`src/rtl/instr_encoder.sv`:
```
// instr_encoder: encodes one instruction request at a time into a 32-bit
// word and writes it to consecutive instruction-memory addresses. The
// IDLE -> WRITE -> IDLE handshake limits throughput to one word every two
// cycles. The block parks in FULL after address 1023 has been written.
module instr_encoder (
  input  logic        clk,
  input  logic        reset,
  input  logic        In_valid,
  output logic        In_ready,
  input  logic [2:0]  Op_class,
  input  logic [4:0]  Rd,
  input  logic [4:0]  Rs1,
  input  logic [4:0]  Rs2,
  input  logic [2:0]  Funct3,
  input  logic [6:0]  Funct7,
  input  logic [11:0] Imm,
  input  logic        Clear,
  output logic        Imem_we,
  output logic [9:0]  Imem_addr,
  output logic [31:0] Imem_wdata,
  output logic [10:0] Count,
  output logic        Err
);

  typedef enum logic [1:0] {IDLE, WRITE, FULL} state_t;

  state_t      state_q, state_d;
  logic [9:0]  addr_q, addr_d;
  logic [10:0] count_q, count_d;
  logic [31:0] wdata_q, wdata_d;
  logic        err_q, err_d;
  logic [31:0] enc;
  logic        legal;

  // Combinational encoder. Op_class values 5-7 produce no word and are flagged.
  always_comb begin
    enc   = '0;
    legal = 1'b1;
    case (Op_class)
      3'd0:    enc = {Funct7, Rs2, Rs1, Funct3, Rd, 7'b0110011};
      3'd1:    enc = {Imm, Rs1, Funct3, Rd, 7'b0010011};
      3'd2:    enc = {Imm, Rs1, Funct3, Rd, 7'b0000011};
      3'd3:    enc = {Imm[11:5], Rs2, Rs1, Funct3, Imm[4:0], 7'b0100011};
      3'd4:    enc = {Imm[11], Imm[9:4], Rs2, Rs1, Funct3, Imm[3:0], Imm[10], 7'b1100011};
      default: legal = 1'b0;
    endcase
  end

  // Next state and outputs. Clear overrides everything, including a pending write.
  always_comb begin
    state_d  = state_q;
    addr_d   = addr_q;
    count_d  = count_q;
    wdata_d  = wdata_q;
    err_d    = err_q;
    In_ready = (state_q == IDLE);
    Imem_we  = 1'b0;
    if (Clear) begin
      state_d = IDLE;
      addr_d  = '0;
      count_d = '0;
      err_d   = 1'b0;
    end else begin
      case (state_q)
        IDLE: begin
          if (In_valid) begin
            if (legal) begin
              wdata_d = enc;
              state_d = WRITE;
            end else begin
              err_d = 1'b1;
            end
          end
        end
        WRITE: begin
          Imem_we = 1'b1;
          addr_d  = addr_q + 10'd1;
          count_d = count_q + 11'd1;
          state_d = (addr_q == 10'd1023) ? FULL : IDLE;
        end
        FULL:    state_d = FULL;
        default: state_d = IDLE;
      endcase
    end
  end

  // State registers. Reset is asynchronous, so a reset during WRITE suppresses that write at once.
  always_ff @(posedge clk or posedge reset) begin
    if (reset) begin
      state_q <= IDLE;
      addr_q  <= '0;
      count_q <= '0;
      wdata_q <= '0;
      err_q   <= 1'b0;
    end else begin
      state_q <= state_d;
      addr_q  <= addr_d;
      count_q <= count_d;
      wdata_q <= wdata_d;
      err_q   <= err_d;
    end
  end

  assign Imem_addr  = addr_q;
  assign Imem_wdata = wdata_q;
  assign Count      = count_q;
  assign Err        = err_q;

endmodule

```
`config.mk`:
```
export PLATFORM = sky130hd
export DESIGN_NAME = instr_encoder
export DESIGN_NICKNAME = d
export VERILOG_FILES = /design/src/rtl/instr_encoder.sv
export SDC_FILE = /design/constraint.sdc
export NUM_CORES = 1
export LEC_CHECK = 0
export CAP_MARGIN = 30
export CORE_MARGIN = 2
export CORE_UTILIZATION = 35
export CTS_CLUSTER_SIZE = 14
export DETAILED_ROUTE_END_ITERATION = 8
export PLACE_DENSITY_LB_ADDON = 0.08
export SLEW_MARGIN = 10
export SYNTH_ARGS = -nofsm -noshare
export SYNTH_HDL_FRONTEND = slang
export SYNTH_SLANG_ARGS = --single-unit
```
`constraint.sdc`:
```
create_clock -name clk -period 3.71 [get_ports clk]
set_input_delay 0.5565 -clock clk [delete_from_list [all_inputs] [get_ports clk]]
set_output_delay 0.5565 -clock clk [all_outputs]
set_load 0.03 [all_outputs]
```
## Word-level counts from Yosys, hierarchy flattened

Cells that the tools add are included.
W data, S select, Z words.

| storage, ports and cells | value |
|---|---|
| register bits | 56 |
| input port bits | 44 |
| output and inout port bits | 56 |
| word-level logic and storage cells | 44 |

| cells by class | value |
|---|---|
| add/sub/neg operators | 2 |
| equality and inequality tests | 10 |
| muxes and demuxes | 17 |
| bitwise gates (word level) | 1 |
| reductions and logical operators | 9 |

Operators by type and width:

| cell | number |
|---|---|
| $pmux W32 S5 | 1 |
| $mux W11 | 2 |
| $mux W10 | 2 |
| $add A11 B1 Y11 const B | 1 |
| $add A10 B1 Y10 const B | 1 |
| $eq A10 B10 Y1 const B | 1 |
| $mux W2 | 4 |
| $mux W1 | 7 |
| $eq A3 B2 Y1 const B | 2 |
| $pmux W2 S3 | 1 |
| $reduce_bool A2 Y1 | 3 |
| $reduce_or A5 Y1 | 1 |
| $reduce_and A4 Y1 | 1 |
| $eq A3 B1 Y1 const B | 1 |
| $eq A3 B3 Y1 const B | 1 |
| $logic_not A3 Y1 | 1 |
| $ne A3 B1 Y1 const B | 1 |
| $ne A3 B2 Y1 const B | 1 |
| $reduce_and A3 Y1 | 1 |
| $eq A2 B1 Y1 const B | 1 |
| $eq A2 B2 Y1 const B | 1 |
| $logic_not A2 Y1 | 1 |
| $ne A2 B2 Y1 const B | 1 |
| $reduce_and A2 Y1 | 1 |
| $not A1 Y1 | 1 |

## Logic depth before layout (Yosys ltp)

Gate-level depths: netlist of the first run.

| logic depth | value |
|---|---|
| depth after elaboration | 7 |
| depth in mapped cells | 6 |
| depth with buffers taken out | 4 |

## Least setup slack after synthesis of the first run

OpenSTA, ideal clock, no wires.

| path | value |
|---|---|
| path kind | input-to-output |
| from | in Clear |
| to | out Imem_we |
| arrival time | 1.300 ns |
| data required time | 3.154 ns |
| slack | 1.854 ns |
| stages | 3 |
| path buffers | 2 |
| cells stage by stage | buf_6 clkbuf_1 nor2_1 |

| on the way | value |
|---|---|
| longest elaborated chain between the ends | 1 |

Ends and longest elaborated chain:

| element | RTL line | RTL |
|---|---|---|
| from (decl) | 17 | `input logic Clear,` |
| $mux W1 | 58 | `if (Clear) begin` |
| to (decl) | 18 | `output logic Imem_we,` |

Every way passes these cells.

## Worst setup path after layout of the first run

Ends and elaborated chain as after synthesis.

==> qor.csv, run 1 <==
stage;metric;value;unit
status;status;finished clean;
floorplanning;chipWidth;94.2;um
global_routing;grt_max_degree;31;
global_routing;first_global_vias;2335;
placement;gp_congestion;0.830;
setup_path;cp_cell_sequence;clkdlybuf4s50_1, nor2_1, clkdlybuf4s50_1;
routing;antenna_left;0;
global_routing;antenna_found_initial;0;
routing;via_per_inst;5.31;
setup_path;critical-path-max-stage-delay;0.73;ns
setup_path;crit_path_frequent_cell;clkdlybuf4s50_1;
min_path;hold_class;reg -> reg;
global_routing;grt.overflow.total;0;
placement;place_inst;457;
synthesis;yosys.area.top_type;dfrtp_1;
sta;worst_pin_slew;0.624;ns
sta;slew_headroom;0.582;
clock_tree;cts_tree;done;
setup_path;path_max_fanout;14;
synthesis;ys_top_cells_by_area;dfrtp_1, mux2_2, a21oi_1;
clock_tree;cts_hold_buf;0;
sta;period_share;0.736;
power_and_ir_drop;p_per_area;400;nW/um^2
global_routing;grt_pass1_wl;11.5;mm
synthesis;syn_inst;273;
floorplanning;design.die.area;8880;sq um
sta;rsz0062_at_grt;no;
layout;fin_cells;465;
clock_tree;clk_pin_slew;0.09;ns
power_and_ir_drop;leakage;0.00162;uW
synthesis;synth.most_common_cell;dfrtp_1;
floorplanning;initial_core_util;0.365;
synthesis;synth_top_area_frac;0.465;
sta;drv_slew;0;
synthesis;yosysWarnings;0;
layout;fin_util;0.511;
synthesis;ys_types;50;
floorplanning;rows;32;
placement;portBuffers;97;
min_path;hold_end;Imem_wdata[12];
routing;drc;0;
job;drv_cap;0;
sta;fmax;366;MHz
setup_path;critical_path_arrival;2.17;ns
floorplanning;die_h;94.2;um
power_and_ir_drop;ir_drop;235;uV
setup_path;reg2reg_from;state_q[0];
placement;dp_hpwl;5.29;mm
layout;drive_above_1_share;0.110;
synthesis;synth_area;2850;sq um
synthesis;synth_edf_count;0;
min_path;hold_depth;1;
clock_tree;cts_buffers;5;
clock_tree;postCtsSetupBuffers;0;
layout;antenna_cells;0;
clock_tree;cts_root_buf;clkbuf_8;
synthesis;yosysSeqAreaShare;0.465;
clock_tree;clkSinkCount;53;
setup_path;r2r_slack;1.70;ns
setup_path;r2r_cells;4;
routing;dr.first_iter.drc_count;115;
sta;fin_crit;2.73;ns
floorplanning;core_area;7810;sq um
sta;hold_viol;0;
synthesis;synth_seq_cells;53;
routing;detail_route.wl_per_cell;15.7;um
routing;vias;2469;
clock_tree;clockBufferDepth;2;
layout;syn_to_final_growth;39.9;%
setup_path;timing.rr.end;Imem_wdata[19];
clock_tree;clock_latency;0.30;ns
routing;postRouteWirelength;7.29;mm
sta;setup_viol;0;
setup_path;worstPathRequired;3.15;ns
min_path;hp-start;Imem_wdata[12];
floorplanning;ios;100;
clock_tree;htreeDepth;2;
sta;finClkSkew;0.00887;ns
setup_path;critical_path_class;in -> out;
synthesis;async_flop_share;1.00;
synthesis;syn-mean-instance-area;10.4;sq um
synthesis;synth_common_cells;dfrtp_1, a21oi_1, nand2_1, nor2_1, o21ai_0;
power_and_ir_drop;finalPower;1600;uW
routing;first_pass_iters;4;
setup_path;crit_slowest_cell;clkdlybuf4s50_1;
global_routing;grt_usage;0.164;
setup_path;start_kind;input pin;
clock_tree;cts_resized;0;
synthesis;ys.flop_type;dfrtp_1;
layout;final_nets;408;
setup_path;setup.worst_path.end_class;output port;
sta;finalSetupTns;0;ns
-- kinds of logic after synthesis --
| group | after synthesis | share of synthesized area |
|---|---|---|
| simple gates | 83 | 0.191 |
| other cells | 1 | 0.00132 |
| flops | 53 | 0.465 |
| xor+xnor | 4 | 0.0123 |
| compound gates | 80 | 0.185 |
| mux | 22 | 0.0847 |
| fa+ha+maj | 2 | 0.00878 |
| buf+inv | 28 | 0.0518 |
-- power breakdown --
| group | switching, uW | internal (uW) | total, uW |
|---|---|---|---|
| logic | 269 | 233 | 502 |
| registers | 41.5 | 647 | 688 |
| clock network | 185 | 220 | 405 |
| total | 496 | 1100 | 1600 |
-- state kept, by name (all words and copies together), names as in the netlist --
signal      cells
Imem_wdata     29
Count          11
Imem_addr      10
state_q         2
Err             1
-- routing by layer --
layer / global-route usage / share of wire / vias to the layer above
met2: 0.260 / 0.48 / 67
met5: 0 / 0 / -
met1: 0.229 / 0.46 / 1192
met4: 0.0399 / 0.0096 / 0
li1: - / - / 1204
met3: 0.0353 / 0.054 / 6
-- critical path: cells and delay by family --
| family | cells | cell delay [ns] |
|---|---|---|
| buf+inv | 2 | 1.41 |
| simple gates | 1 | 0.20 |
-- area by class of cell --
type	count	area, sq um
multi-input cells	193	1380
fillers	746	3820
well taps	102	128
clock inverters	1	30.0
flip-flops and latches	53	1330
clock buffers	7	86.3
inverters	6	22.5
repair buffers	103	1020
-- through the flow --
| stage | setup WS [ns] | hold WS, ns | instance area (sq um) |
|---|---|---|---|
| after floorplan | 1.85 | 0.603 | 2850 |
| after global placement | 0.926 | 0.467 | 3870 |
| after detailed placement | 0.863 | 0.474 | 3870 |
| after CTS | 0.948 | 0.495 | 3990 |
| after global routing | 0.873 | 0.527 | 3990 |
| final | 0.979 | 0.490 | 3990 |
-- cells in the final DEF, fill, tap and decap left out, types with 4 or more instances in the layout --
cell type,count
a22o_1,6
or4_1,6
inv_1,4
nand3_1,5
o22ai_1,6
a31oi_1,10
a2bb2oi_1,6
a21oi_1,22
clkbuf_8,6
dfrtp_1,53
nand2b_1,4
buf_4,6
nor2_1,14
nand4_1,4
o31ai_1,6
mux2_2,10
or3b_2,6
o221ai_1,5
and4b_1,6
clkdlybuf4s50_1,97
or3_1,5
mux2_1,7
nand2_1,16
mux2i_1,5
o21ai_0,12
-- worst max path at each step --
stage | start | to | slack (ns) | depth (start not counted)
final | Clear | Imem_we | 0.98 | 3
after global routing | Clear | Imem_we | 0.87 | 3
after CTS | Clear | Imem_we | 0.95 | 3
after detailed placement | Clear | Imem_wdata[19] | 0.86 | 5
after global placement | Clear | Imem_wdata[19] | 0.93 | 5
after floorplan | Clear | Imem_we | 1.85 | 3
(Power assumes the default switching activity.)
==> run 2: changes to the inputs <==
clock period = 2.4 ns   (was 3.71 ns; I/O delays follow)
==> qor.csv, run 2 (synthesized netlist as in run 1, its figures left out) <==
stage;metric;value;unit
setup_path;critical_path_arrival;1.77;ns
floorplanning;rows;32;
global_routing;first_global_vias;2328;
clock_tree;cts_root_buf;clkbuf_8;
floorplanning;core_area;7810;sq um
clock_tree;cts_hold_buf;0;
routing;antenna_left;0;
layout;final_nets;411;
status;status;finished clean;
placement;place_area;3910;sq um
power_and_ir_drop;ir_drop;381;uV
layout;fillers;748;
floorplanning;chipWidth;94.2;um
placement;dp_hpwl;5.35;mm
layout;drive_above_1_share;0.120;
sta;rsz0062_at_grt;no;
power_and_ir_drop;switching_share;0.313;
layout;final_cell_mix;clkdlybuf4s50_1, dfrtp_1, a21oi_1, nand2_1, nor2_1;
routing;first_pass_iters;4;
power_and_ir_drop;leakage;0.00164;uW
routing;drc;0;
placement;gp_congestion;0.768;
floorplanning;die_h;94.2;um
power_and_ir_drop;p_int;1710;uW
power_and_ir_drop;switchingPower;776;uW
clock_tree;cts_buffers;5;
global_routing;antenna_found_initial;0;
global_routing;grt_pass1_wl;11.8;mm
sta;drv_slew;0;
clock_tree;clk_pin_slew;0.09;ns
clock_tree;clkSinkCount;53;
sta;worst_pin_slew;0.527;ns
floorplanning;initial_core_util;0.365;
layout;layout_commonest_cell;clkdlybuf4s50_1;
routing;vias;2467;
routing;dr.first_iter.drc_count;85;
sta;finClkSkew;0.00427;ns
layout;seqCellArea;1330;sq um
sta;hold_viol;0;
layout;antenna_cells;0;
sta;finalSetupTns;0;ns
setup_path;path_max_fanout;11;
clock_tree;cts_resized;0;
routing;postRouteWirelength;7.54;mm
power_and_ir_drop;power_frac_comb;0.317;
setup_path;critical_path_class;reg -> out;
power_and_ir_drop;p_seq_frac;0.428;
global_routing;grt_usage;0.168;
clock_tree;cts_tree;done;
clock_tree;clock_latency;0.30;ns
setup_path;worstPathRequired;2.04;ns
global_routing;grt_max_degree;54;
layout;multiInputGateArea;1380;sq um
power_and_ir_drop;p_per_area;617;nW/um^2
routing;detail_route.wl_per_cell;16.1;um
sta;slew_headroom;0.648;
sta;setup_viol;0;
power_and_ir_drop;power_frac_clock;0.255;
layout;final_area;4020;sq um
sta;period_share;0.888;
layout;largest_reg_flops;29;
placement;portBuffers;97;
layout;syn_to_final_growth;41.1;%
setup_path;setup.worst_path.end_class;output port;
clock_tree;htreeDepth;2;
setup_path;start_kind;flip-flop;
clock_tree;clockBufferDepth;2;
job;drv_cap;0;
floorplanning;ios;100;
min_path;hold_class;in -> async;
sta;fmax;469;MHz
floorplanning;design.die.area;8880;sq um
global_routing;grt.overflow.total;0;
sta;fin_crit;2.13;ns
routing;via_per_inst;5.27;
clock_tree;postCtsSetupBuffers;0;
run 2: cell count changes in the layout (fill, tap and decap cells not counted):
cell | previous run | this run
buf_4 | 6 | 9
buf_12 | 0 | 1
clkdlybuf4s50_1 | 97 | 96
run 2: final cells by class:
cell class	count	area share
Inverter	6	0.00560
Clock inverter	1	0.00747
Tap cell	102	0.0317
Multi-Input combinational cell	193	0.343
Sequential cell	53	0.330
Clock buffer	7	0.0215
Timing Repair Buffer	106	0.261
run 2: power groups by stage:
stage	Sequential [uW]	Clock, uW	Combinational (uW)
after floorplan	1290	0	223
after global placement	1080	0	788
after detailed placement	1080	0	793
after CTS	1070	655	795
after global routing	1080	681	833
final	1060	633	786
run 2: worst max-delay path, cell delays in order, from the launching register on:
cell and delay, ns:
dfrtp_1 0.52, nor2_1 0.24, clkdlybuf4s50_1 0.71
run 2: path summary, 6_finish.rpt:
| kind | start | to | slack [ns] | depth (start not counted) |
|---|---|---|---|---|
| setup / recovery | state_q[1] | In_ready | 0.27 | 2 |
| hold / removal | reset | Count[9] | 0.42 | 3 |
| min in group clk | Imem_wdata[4] | Imem_wdata[4] | 0.50 | 1 |
| max in group asynchronous | reset | Imem_wdata[11] | 1.72 | 3 |
| hold reg to reg | Imem_wdata[4] | Imem_wdata[4] | 0.50 | 1 |
| setup reg to reg | state_q[1] | Imem_wdata[30] | 0.69 | 5 |
run 2: metal layers:
layer  GRT usage  vias up  routed length (um)
li1            -     1204                   -
met1       0.241     1186                3580
met2       0.264       72                3470
met3      0.0321        5                 418
met4      0.0399        0                  68
met5           0        -                   0
run 2: per-stage QoR:
step           hold WS [ns]  instances  setup WS, ns  power (uW)   util
2_1_floorplan         0.495        274         0.752        1510      -
3_3_place_gp          0.472        460         0.349        1870  0.500
3_5_place_dp          0.478        460         0.311        1870  0.500
4_1_cts               0.445        468         0.232        2520  0.515
5_1_grt               0.448        468         0.203        2590  0.515
6_report              0.423        468         0.269        2480  0.515
